===== config.mk =====
export PLATFORM = sky130hd
export DESIGN_NAME = seg_counter_display
export DESIGN_NICKNAME = d
export VERILOG_FILES = /design/src/rtl/seg_display_pkg.sv /design/src/rtl/seg7_decoder.sv /design/src/rtl/seg_counter_display.sv
export SDC_FILE = /design/constraint.sdc
export NUM_CORES = 1
export LEC_CHECK = 0
export CAP_MARGIN = 40
export CORE_ASPECT_RATIO = 1.5
export CORE_MARGIN = 5
export CORE_UTILIZATION = 57
export CTS_CLUSTER_DIAMETER = 50
export DETAILED_ROUTE_END_ITERATION = 10
export PLACE_DENSITY = 0.84
export SYNTH_ARGS = -nofsm -noshare
export SYNTH_HDL_FRONTEND = slang
export SYNTH_HIERARCHICAL = 1
export SYNTH_SLANG_ARGS = --single-unit

===== constraint.sdc =====
create_clock -name clk -period 3.7 [get_ports clk]
set_input_delay 0.555 -clock clk [delete_from_list [all_inputs] [get_ports clk]]
set_output_delay 0.555 -clock clk [all_outputs]
set_load 0.01 [all_outputs]

===== src/rtl/seg_display_pkg.sv =====
// Segment patterns and BCD digit arithmetic shared by the counter/display block.
// Patterns are active-low, ordered {dp,g,f,e,d,c,b,a}; dp is always off.
package seg_display_pkg;

    localparam logic [7:0] SEG_0     = 8'hC0;
    localparam logic [7:0] SEG_1     = 8'hF9;
    localparam logic [7:0] SEG_2     = 8'hA4;
    localparam logic [7:0] SEG_3     = 8'hB0;
    localparam logic [7:0] SEG_4     = 8'h99;
    localparam logic [7:0] SEG_5     = 8'h92;
    localparam logic [7:0] SEG_6     = 8'h82;
    localparam logic [7:0] SEG_7     = 8'hF8;
    localparam logic [7:0] SEG_8     = 8'h80;
    localparam logic [7:0] SEG_9     = 8'h90;
    localparam logic [7:0] SEG_A     = 8'h88;
    localparam logic [7:0] SEG_B     = 8'h83;
    localparam logic [7:0] SEG_C     = 8'hC6;
    localparam logic [7:0] SEG_D     = 8'hA1;
    localparam logic [7:0] SEG_E     = 8'h86;
    localparam logic [7:0] SEG_F     = 8'h8E;
    localparam logic [7:0] SEG_BLANK = 8'hFF;

    // Returns {carry_out, digit}; carry_out doubles as the borrow when counting down.
    function automatic logic [4:0] bcd_digit_step(
        input logic [3:0] i_digit,
        input logic       i_up,
        input logic       i_cin
    );
        logic [4:0] w_res;
        w_res = {1'b0, i_digit};
        if (i_cin) begin
            if (i_up)
                w_res = (i_digit >= 4'd9) ? {1'b1, 4'd0} : {1'b0, i_digit + 4'd1};
            else
                w_res = (i_digit == 4'd0) ? {1'b1, 4'd9} : {1'b0, i_digit - 4'd1};
        end
        return w_res;
    endfunction

endpackage


===== src/rtl/seg7_decoder.sv =====
// Combinational nibble to active-low seven-segment pattern decoder.
module seg7_decoder
    import seg_display_pkg::*;
(
    input  logic [3:0] i_nibble,
    output logic [7:0] o_seg
);

    always_comb begin
        o_seg = SEG_BLANK;
        case (i_nibble)
            4'h0: o_seg = SEG_0;
            4'h1: o_seg = SEG_1;
            4'h2: o_seg = SEG_2;
            4'h3: o_seg = SEG_3;
            4'h4: o_seg = SEG_4;
            4'h5: o_seg = SEG_5;
            4'h6: o_seg = SEG_6;
            4'h7: o_seg = SEG_7;
            4'h8: o_seg = SEG_8;
            4'h9: o_seg = SEG_9;
            4'hA: o_seg = SEG_A;
            4'hB: o_seg = SEG_B;
            4'hC: o_seg = SEG_C;
            4'hD: o_seg = SEG_D;
            4'hE: o_seg = SEG_E;
            4'hF: o_seg = SEG_F;
            default: o_seg = SEG_BLANK;
        endcase
    end

endmodule


===== src/rtl/seg_counter_display.sv =====
// N-digit up/down counter (binary or BCD) with prescaled stepping, load and wrap pulse,
// driving a time-multiplexed active-low seven-segment display.
module seg_counter_display
    import seg_display_pkg::*;
#(
    parameter int DIGITS   = 4,
    parameter int BCD      = 0,
    parameter int TICK_DIV = 50_000_000,
    parameter int SCAN_DIV = 100_000
) (
    input  logic                  clk,
    input  logic                  switch,
    input  logic                  en,
    input  logic                  up,
    input  logic                  load,
    input  logic [4*DIGITS-1:0]   load_val,
    output logic [4*DIGITS-1:0]   count,
    output logic                  wrap,
    output logic [DIGITS-1:0]     anode,
    output logic [7:0]            cathode
);

    localparam int W  = 4 * DIGITS;
    localparam int TW = (TICK_DIV > 1) ? $clog2(TICK_DIV) : 1;
    localparam int SW = (SCAN_DIV > 1) ? $clog2(SCAN_DIV) : 1;
    localparam int IW = (DIGITS > 1) ? $clog2(DIGITS) : 1;

    localparam logic [TW-1:0] TICK_LAST = TW'(TICK_DIV - 1);
    localparam logic [SW-1:0] SCAN_LAST = SW'(SCAN_DIV - 1);
    localparam logic [IW-1:0] IDX_LAST  = IW'(DIGITS - 1);

    logic [TW-1:0]     r_tick_cnt;
    logic [SW-1:0]     r_scan_cnt;
    logic [IW-1:0]     r_idx;
    logic [W-1:0]      r_count;
    logic              r_wrap;
    logic [DIGITS-1:0] r_anode;
    logic [7:0]        r_cathode;

    logic              w_step;
    logic [W-1:0]      w_bin_next;
    logic              w_bin_wrap;
    logic [W-1:0]      w_bcd_next;
    logic              w_bcd_wrap;
    logic [W-1:0]      w_count_next;
    logic              w_wrap_next;
    logic [W-1:0]      w_load_val;
    logic [3:0]        w_nibble;
    logic [7:0]        w_seg;

    assign w_step = en && (r_tick_cnt == TICK_LAST);

    assign w_bin_next = up ? (r_count + W'(1)) : (r_count - W'(1));
    assign w_bin_wrap = up ? (&r_count) : ~(|r_count);

    // Decimal ripple: the carry out of the top digit is exactly the wrap condition.
    always_comb begin
        logic       w_carry;
        logic [4:0] w_res;
        w_carry    = 1'b1;
        w_res      = '0;
        w_bcd_next = '0;
        for (int i = 0; i < DIGITS; i++) begin
            w_res                 = bcd_digit_step(r_count[4*i +: 4], up, w_carry);
            w_bcd_next[4*i +: 4]  = w_res[3:0];
            w_carry               = w_res[4];
        end
        w_bcd_wrap = w_carry;
    end

    assign w_count_next = (BCD != 0) ? w_bcd_next : w_bin_next;
    assign w_wrap_next  = (BCD != 0) ? w_bcd_wrap : w_bin_wrap;

    always_comb begin
        w_load_val = load_val;
        if (BCD != 0) begin
            for (int i = 0; i < DIGITS; i++) begin
                if (load_val[4*i +: 4] > 4'd9)
                    w_load_val[4*i +: 4] = 4'd9;
            end
        end
    end

    always_ff @(posedge clk or negedge switch) begin
        if (!switch) begin
            r_tick_cnt <= '0;
            r_count    <= '0;
            r_wrap     <= 1'b0;
        end else begin
            r_wrap <= 1'b0;
            if (load) begin
                r_count    <= w_load_val;
                r_tick_cnt <= '0;
            end else if (w_step) begin
                r_count    <= w_count_next;
                r_wrap     <= w_wrap_next;
                r_tick_cnt <= '0;
            end else if (en) begin
                r_tick_cnt <= r_tick_cnt + TW'(1);
            end
        end
    end

    always_ff @(posedge clk or negedge switch) begin
        if (!switch) begin
            r_scan_cnt <= '0;
            r_idx      <= '0;
        end else if (r_scan_cnt == SCAN_LAST) begin
            r_scan_cnt <= '0;
            r_idx      <= (r_idx == IDX_LAST) ? '0 : r_idx + IW'(1);
        end else begin
            r_scan_cnt <= r_scan_cnt + SW'(1);
        end
    end

    always_comb begin
        w_nibble = r_count[3:0];
        for (int i = 0; i < DIGITS; i++) begin
            if (r_idx == IW'(i))
                w_nibble = r_count[4*i +: 4];
        end
    end

    seg7_decoder u_dec (
        .i_nibble (w_nibble),
        .o_seg    (w_seg)
    );

    always_ff @(posedge clk or negedge switch) begin
        if (!switch) begin
            r_anode   <= '1;
            r_cathode <= SEG_BLANK;
        end else begin
            r_anode   <= ~(DIGITS'(1) << r_idx);
            r_cathode <= w_seg;
        end
    end

    assign count   = r_count;
    assign wrap    = r_wrap;
    assign anode   = r_anode;
    assign cathode = r_cathode;

endmodule


# Word-level counts from Yosys, hierarchy flattened
# Memory sizes are Yosys's and may differ from the RTL's. A register that Yosys moved wholly into a read port is not among the register bits.
# Cells that the tools add are included.
# W data, S select, Z words.
# op_classes
n_shift,1
n_bitwise,2
n_mux,14
n_reduce_logical,6
add_sub_neg,5
eq_ne,5
# ops
cell,n
$mux W26,3
$mux W16,3
$add A26 B1 Y26 const B,1
$eq A26 B26 Y1 const B,1
$add A17 B1 Y17 const B,1
$eq A17 B17 Y1 const B,1
$mux W17,1
$add A16 B1 Y16 const B,1
$reduce_and A16 Y1,1
$reduce_or A16 Y1,1
$sub A16 B1 Y16 const B,1
$mux W4,3
$eq A2 B2 Y1 const B,2
$not A4 Y4,1
$shl A1 B2 Y4 const A,1
$mux W1,3
$reduce_bool A3 Y1,1
$add A2 B1 Y2 const B,1
$eq A2 B1 Y1 const B,1
$mux W2,1
$reduce_bool A2 Y1,1
$logic_and A1 B1 Y1,1
$logic_not A1 Y1,1
$not A1 Y1,1
# word_totals
output_inout_bits,29
ff_bits,74
memories,1
rom_bits,112
# memory_table
name,depth,word_bits,read_ports,rd_clocked_by_memory_dff,wr,line_no,source
(name not given),16,7,1,1,0,seg7_decoder.sv:11,case (i_nibble)

# Depth between registers and ports, before layout
# logic_depth
word_depth,5
mapped_depth,12
mapped_depth_nobuf,11

# By module
# Netlist, hierarchy kept.
# by_module_without_submodules
module,seq_area_each_um2,instances,cells_each,area_per_inst_um2
seg_counter_display,1866.8,1,451,4186.5
seg7_decoder,0.0,1,34,286.5

# Least setup slack after synthesis
# Ideal clock, no wire load.
# synth_timing
path_kind,register to register
from,register r_idx[1]
to,"register r_cathode[3], in the netlist cathode[3]"
required_time_ns,3.605
path_slack_ns,1.090
arrival_time_ns,2.515
path_buffers,1
stages_incl_launch_ff,12
synth_period_minus_slack_ns,2.610
setup_time_ns,0.095
path_cell_list,dfrtp_1 -> inv_1 -> ha_1 -> clkbuf_1 -> mux2i_1 -> nor2_1 -> a21oi_1 -> o21ai_0 -> inv_1 -> ha_1 -> inv_1 -> mux4_1
# synth_via
elab_chain_cells,4
# synth_rtl
item,line_no,source
start: declaration,seg_counter_display.sv:34,logic [IW-1:0] r_idx;
start signal: assignment,seg_counter_display.sv:110,r_idx <= (r_idx == IDX_LAST) ? '0 : r_idx + IW'(1);
$eq A2 B1 Y1,seg_counter_display.sv:119,if (r_idx == IW'(i))
$mux W4 (2 in series),seg_counter_display.sv:119,
$mux W4 (*),seg_counter_display.sv:119,
net w_nibble[0],seg_counter_display.sv:48,logic [3:0] w_nibble;
end: declaration,seg_counter_display.sv:38,logic [7:0] r_cathode;
# Mark *: on every way through the listed nets, which the timed path passes. The rest lies on a longest branch.
# A chain may end at the register's enable or synchronous reset.

# Final worst setup path
# layout_timing
from,input port up
to,"register r_count[13], in the netlist count[13]"
# layout_via
elab_chain_cells,3
# layout_rtl
item,line_no,source
start: declaration,seg_counter_display.sv:14,"input logic up,"
$mux W16,seg_counter_display.sv:53,assign w_bin_next = up ? (r_count + W'(1)) : (r_count - W'(1));
$mux W16,seg_counter_display.sv:94,end else if (w_step) begin
$mux W16,seg_counter_display.sv:91,if (load) begin
end signal: assignment,seg_counter_display.sv:92,r_count <= w_load_val;
end signal: assignment,seg_counter_display.sv:95,r_count <= w_count_next;
end: declaration,seg_counter_display.sv:35,logic [W-1:0] r_count;
# No other way between the ends. The select of a mux whose other input is x is not followed.

==> impl_metrics.env <==
export IMPL_status="finished clean"
export IMPL_die_h_um=118
export IMPL_ff_latch_area_sq_um=1870
export IMPL_startpoint="up"
export IMPL_critPathArrivalTime_ps=3180
export IMPL_ys_top_cells_by_area="dfrtp_1 (35%), ha_1 (7.6%), dfstp_2 (7.0%)"
export IMPL_post_cts_setup_buffers=0
export IMPL_powerDensity_nw_per_um2=409
export IMPL_maxCapViolations=0
export IMPL_required_ps=3920
export IMPL_portBuffers=49
export IMPL_reg2reg_from="r_idx[1]"
export IMPL_multi_input_area_sq_um=2440
export IMPL_path_max_fanout=11
export IMPL_rsz0062_at_grt="no"
export IMPL_dp_slack_ps=426
export IMPL_syn2layout_area_growth_pct=20.9
export IMPL_ys_seq_area_share_pct=41.7
export IMPL_fill_cells=570
export IMPL_dp_cells=627
export IMPL_relSlewSlack_pct=48.7
export IMPL_worst_pin_slew_ps=761
export IMPL_grtUsageTotal_pct=22.8
export IMPL_rows=39
export IMPL_root_buffer="clkbuf_16"
export IMPL_yosys_warnings=6
export IMPL_cp_slowest_stage_delay_ps=550
export IMPL_gp_congestion=0.849
export IMPL_postSynthAreaPerCell_sq_um=9.22
export IMPL_synth_cell_types=52
export IMPL_fin_util_pct=70.6
export IMPL_synth_seq_cells=74
export IMPL_fin_ws_ps=743
export IMPL_slew_violations=0
export IMPL_final_cells=643
export IMPL_netlist_area_leader_share_pct=34.7
export IMPL_cts_sinks=74
export IMPL_start_util_pct=58.4
export IMPL_core_area_sq_um=7660
export IMPL_path_cells="clkdlybuf4s50_1 > inv_1 > buf_4 > ha_1 > o21ai_0 > nor2_1 > o211ai_1 > nand2b_1 > a311oi_1 > mux2i_1 > nand3_1"
export IMPL_synth_edf_count=0
export IMPL_cts_buffers=9
export IMPL_post_route_drc_count=0
export IMPL_startpoint_type="input pin"
export IMPL_ant_nets=0
export IMPL_overflow=0
export IMPL_antenna_found_initial=0
export IMPL_clk_path_buf_depth=2
export IMPL_fmaxAchievable_ghz=0.338
export IMPL_syn_inst=485
export IMPL_nNetsFinal=585
export IMPL_finClkSkew_ps=6.49
export IMPL_async_flop_share_pct=100
export IMPL_synth_ff_type="dfrtp_1"
export IMPL_vias=3751
export IMPL_insertedDiodeCount=0
export IMPL_setup_viol=0
export IMPL_grt_pass1_vias=3812
export IMPL_final_hold_viol_count=0
export IMPL_critPathKind="input pin to register"
export IMPL_hpwl_um=7320
export IMPL_routed_wl_um=10200
export IMPL_syn_nets=534
export IMPL_grt_pass1_wl_um=17500
export IMPL_dr_pass1_iters=5
export IMPL_wl_per_cell_um=15.9
export IMPL_syn_area_sq_um=4470
export IMPL_post_cts_resized=0
export IMPL_cp_end_kind="register"
export IMPL_dieArea_sq_um=9760
export IMPL_synth_most_common_cell="dfrtp_1"
export IMPL_hold_path_class="input pin to async pin"
export IMPL_die_w_um=82.3
export IMPL_drive_gt1_share_pct=9.06
export IMPL_fin_crit_sh_pct=79.9
export IMPL_htree_levels=3
export IMPL_finalCriticalPeriod_ps=2960
export IMPL_drtIter0Drc=187
export IMPL_routed_via_density=5.83
export IMPL_postCtsHoldBufs=0
export IMPL_worst_r2r_path_depth=10
export IMPL_io_pins=50
export IMPL_yosysTopAreaCell="dfrtp_1"
export IMPL_path_clk_slew_ps=60
export IMPL_grt_max_degree=35
export IMPL_cts_tree="yes"
export IMPL_clk_latency_ps=340
export IMPL_ir_drop_mv=0.262
export IMPL_netlist_top_cells_count="dfrtp_1 (62), nor2_1 (59), nand2_1 (40)"
export IMPL_fin_setup_tns_ps=0
export IMPL_power_leakage_nw=2.35
export IMPL_crit_slowest_cell="clkdlybuf4s50_1"
[layout make-up]
| cell class | instances | share of cell area (%) |
|---|---|---|
| multi-input cells | 374 | 45.1 |
| flip-flops and latches | 74 | 34.5 |
| well taps | 102 | 2.36 |
| inverters | 17 | 1.18 |
| repair buffers | 60 | 10.7 |
| clock inverters | 6 | 1.67 |
| clock buffers | 10 | 4.42 |
[sequential cells by signal (all words and copies together) (netlist names)]
name / count
count: 16
r_idx: 2
r_scan_cnt: 17
wrap: 1
r_tick_cnt: 26
cathode: 8
anode: 4
[routing by layer]
metal / track usage, % / share of wire (%) / wire (um)
met4: 11.3 / 2.6 / 265
met3: 3.20 / 4.2 / 424
met5: 0 / 0 / 0
met1: 27.1 / 40 / 4080
met2: 38.9 / 53 / 5420
[worst max-delay path: cells and delay by family]
kind	cells	cell delay (ps)
buffers and inverters	3	900
AND/OR/NAND/NOR	3	350
AO/OA/AOI/OAI	3	790
multiplexers	1	220
adder cells (fa/ha/maj)	1	360
[cell usage in the layout, fill, tap and decap left out, types with 3 or more instances in the layout]
master	Yosys	layout
dfrtp_1	62	62
nor2_1	59	59
clkdlybuf4s50_1	0	48
nand2_1	40	40
xor2_1	29	29
a21oi_1	29	29
o21ai_0	29	29
ha_1	27	27
nand3_1	26	26
inv_1	17	17
xnor2_1	17	17
nand4_1	14	14
mux2i_1	13	13
dfstp_2	12	12
nor3_1	10	10
buf_4	1	10
clkbuf_16	0	9
and3_1	8	8
o21a_1	7	7
nor4_1	6	6
a21o_1	6	6
nor2b_1	4	4
or3_1	4	4
nand2b_1	4	4
a31oi_1	3	3
and2_1	3	3
or4_1	3	3
a211oi_1	3	3
[power breakdown]
group	internal (mW)	total, mW	switching (mW)
logic	0.181	0.371	0.189
clock network	0.609	0.955	0.345
registers	0.848	0.886	0.0379
[kinds of logic after synthesis]
group                      count (synthesis)  synth area share (%)
AOI/OAI and AO/OA                         88                  11.6
buffers and inverters                     37                  3.69
and+or+nand+nor                          195                  21.8
adders and majority gates                 28                  8.00
muxes                                     16                  4.00
xor gates and xnor gates                  46                  9.01
other                                      1                0.0838
DFF                                       74                  41.7
[per-stage QoR]
step / area [sq um] / hold slack [ps] / total power, mW
after floorplan: 4470 / 259 / 1.11
after global placement: 5060 / 466 / 1.25
after detailed placement: 5080 / 473 / 1.27
after CTS: 5410 / 119 / 2.23
after global routing: 5410 / 141 / 2.30
final: 5410 / 115 / 2.21
[final timing paths]
| path | end | slack [ps] |
|---|---|---|
| setup reg to reg | cathode[3] | 800 |
| setup / recovery | count[13] | 740 |
| hold reg to reg | r_scan_cnt[4] | 480 |
| max in group asynchronous | cathode[2] | 2760 |
| min in group clk | r_scan_cnt[4] | 480 |
| hold / removal | r_scan_cnt[16] | 110 |
No activity file was read; power rests on OpenSTA's default activity.
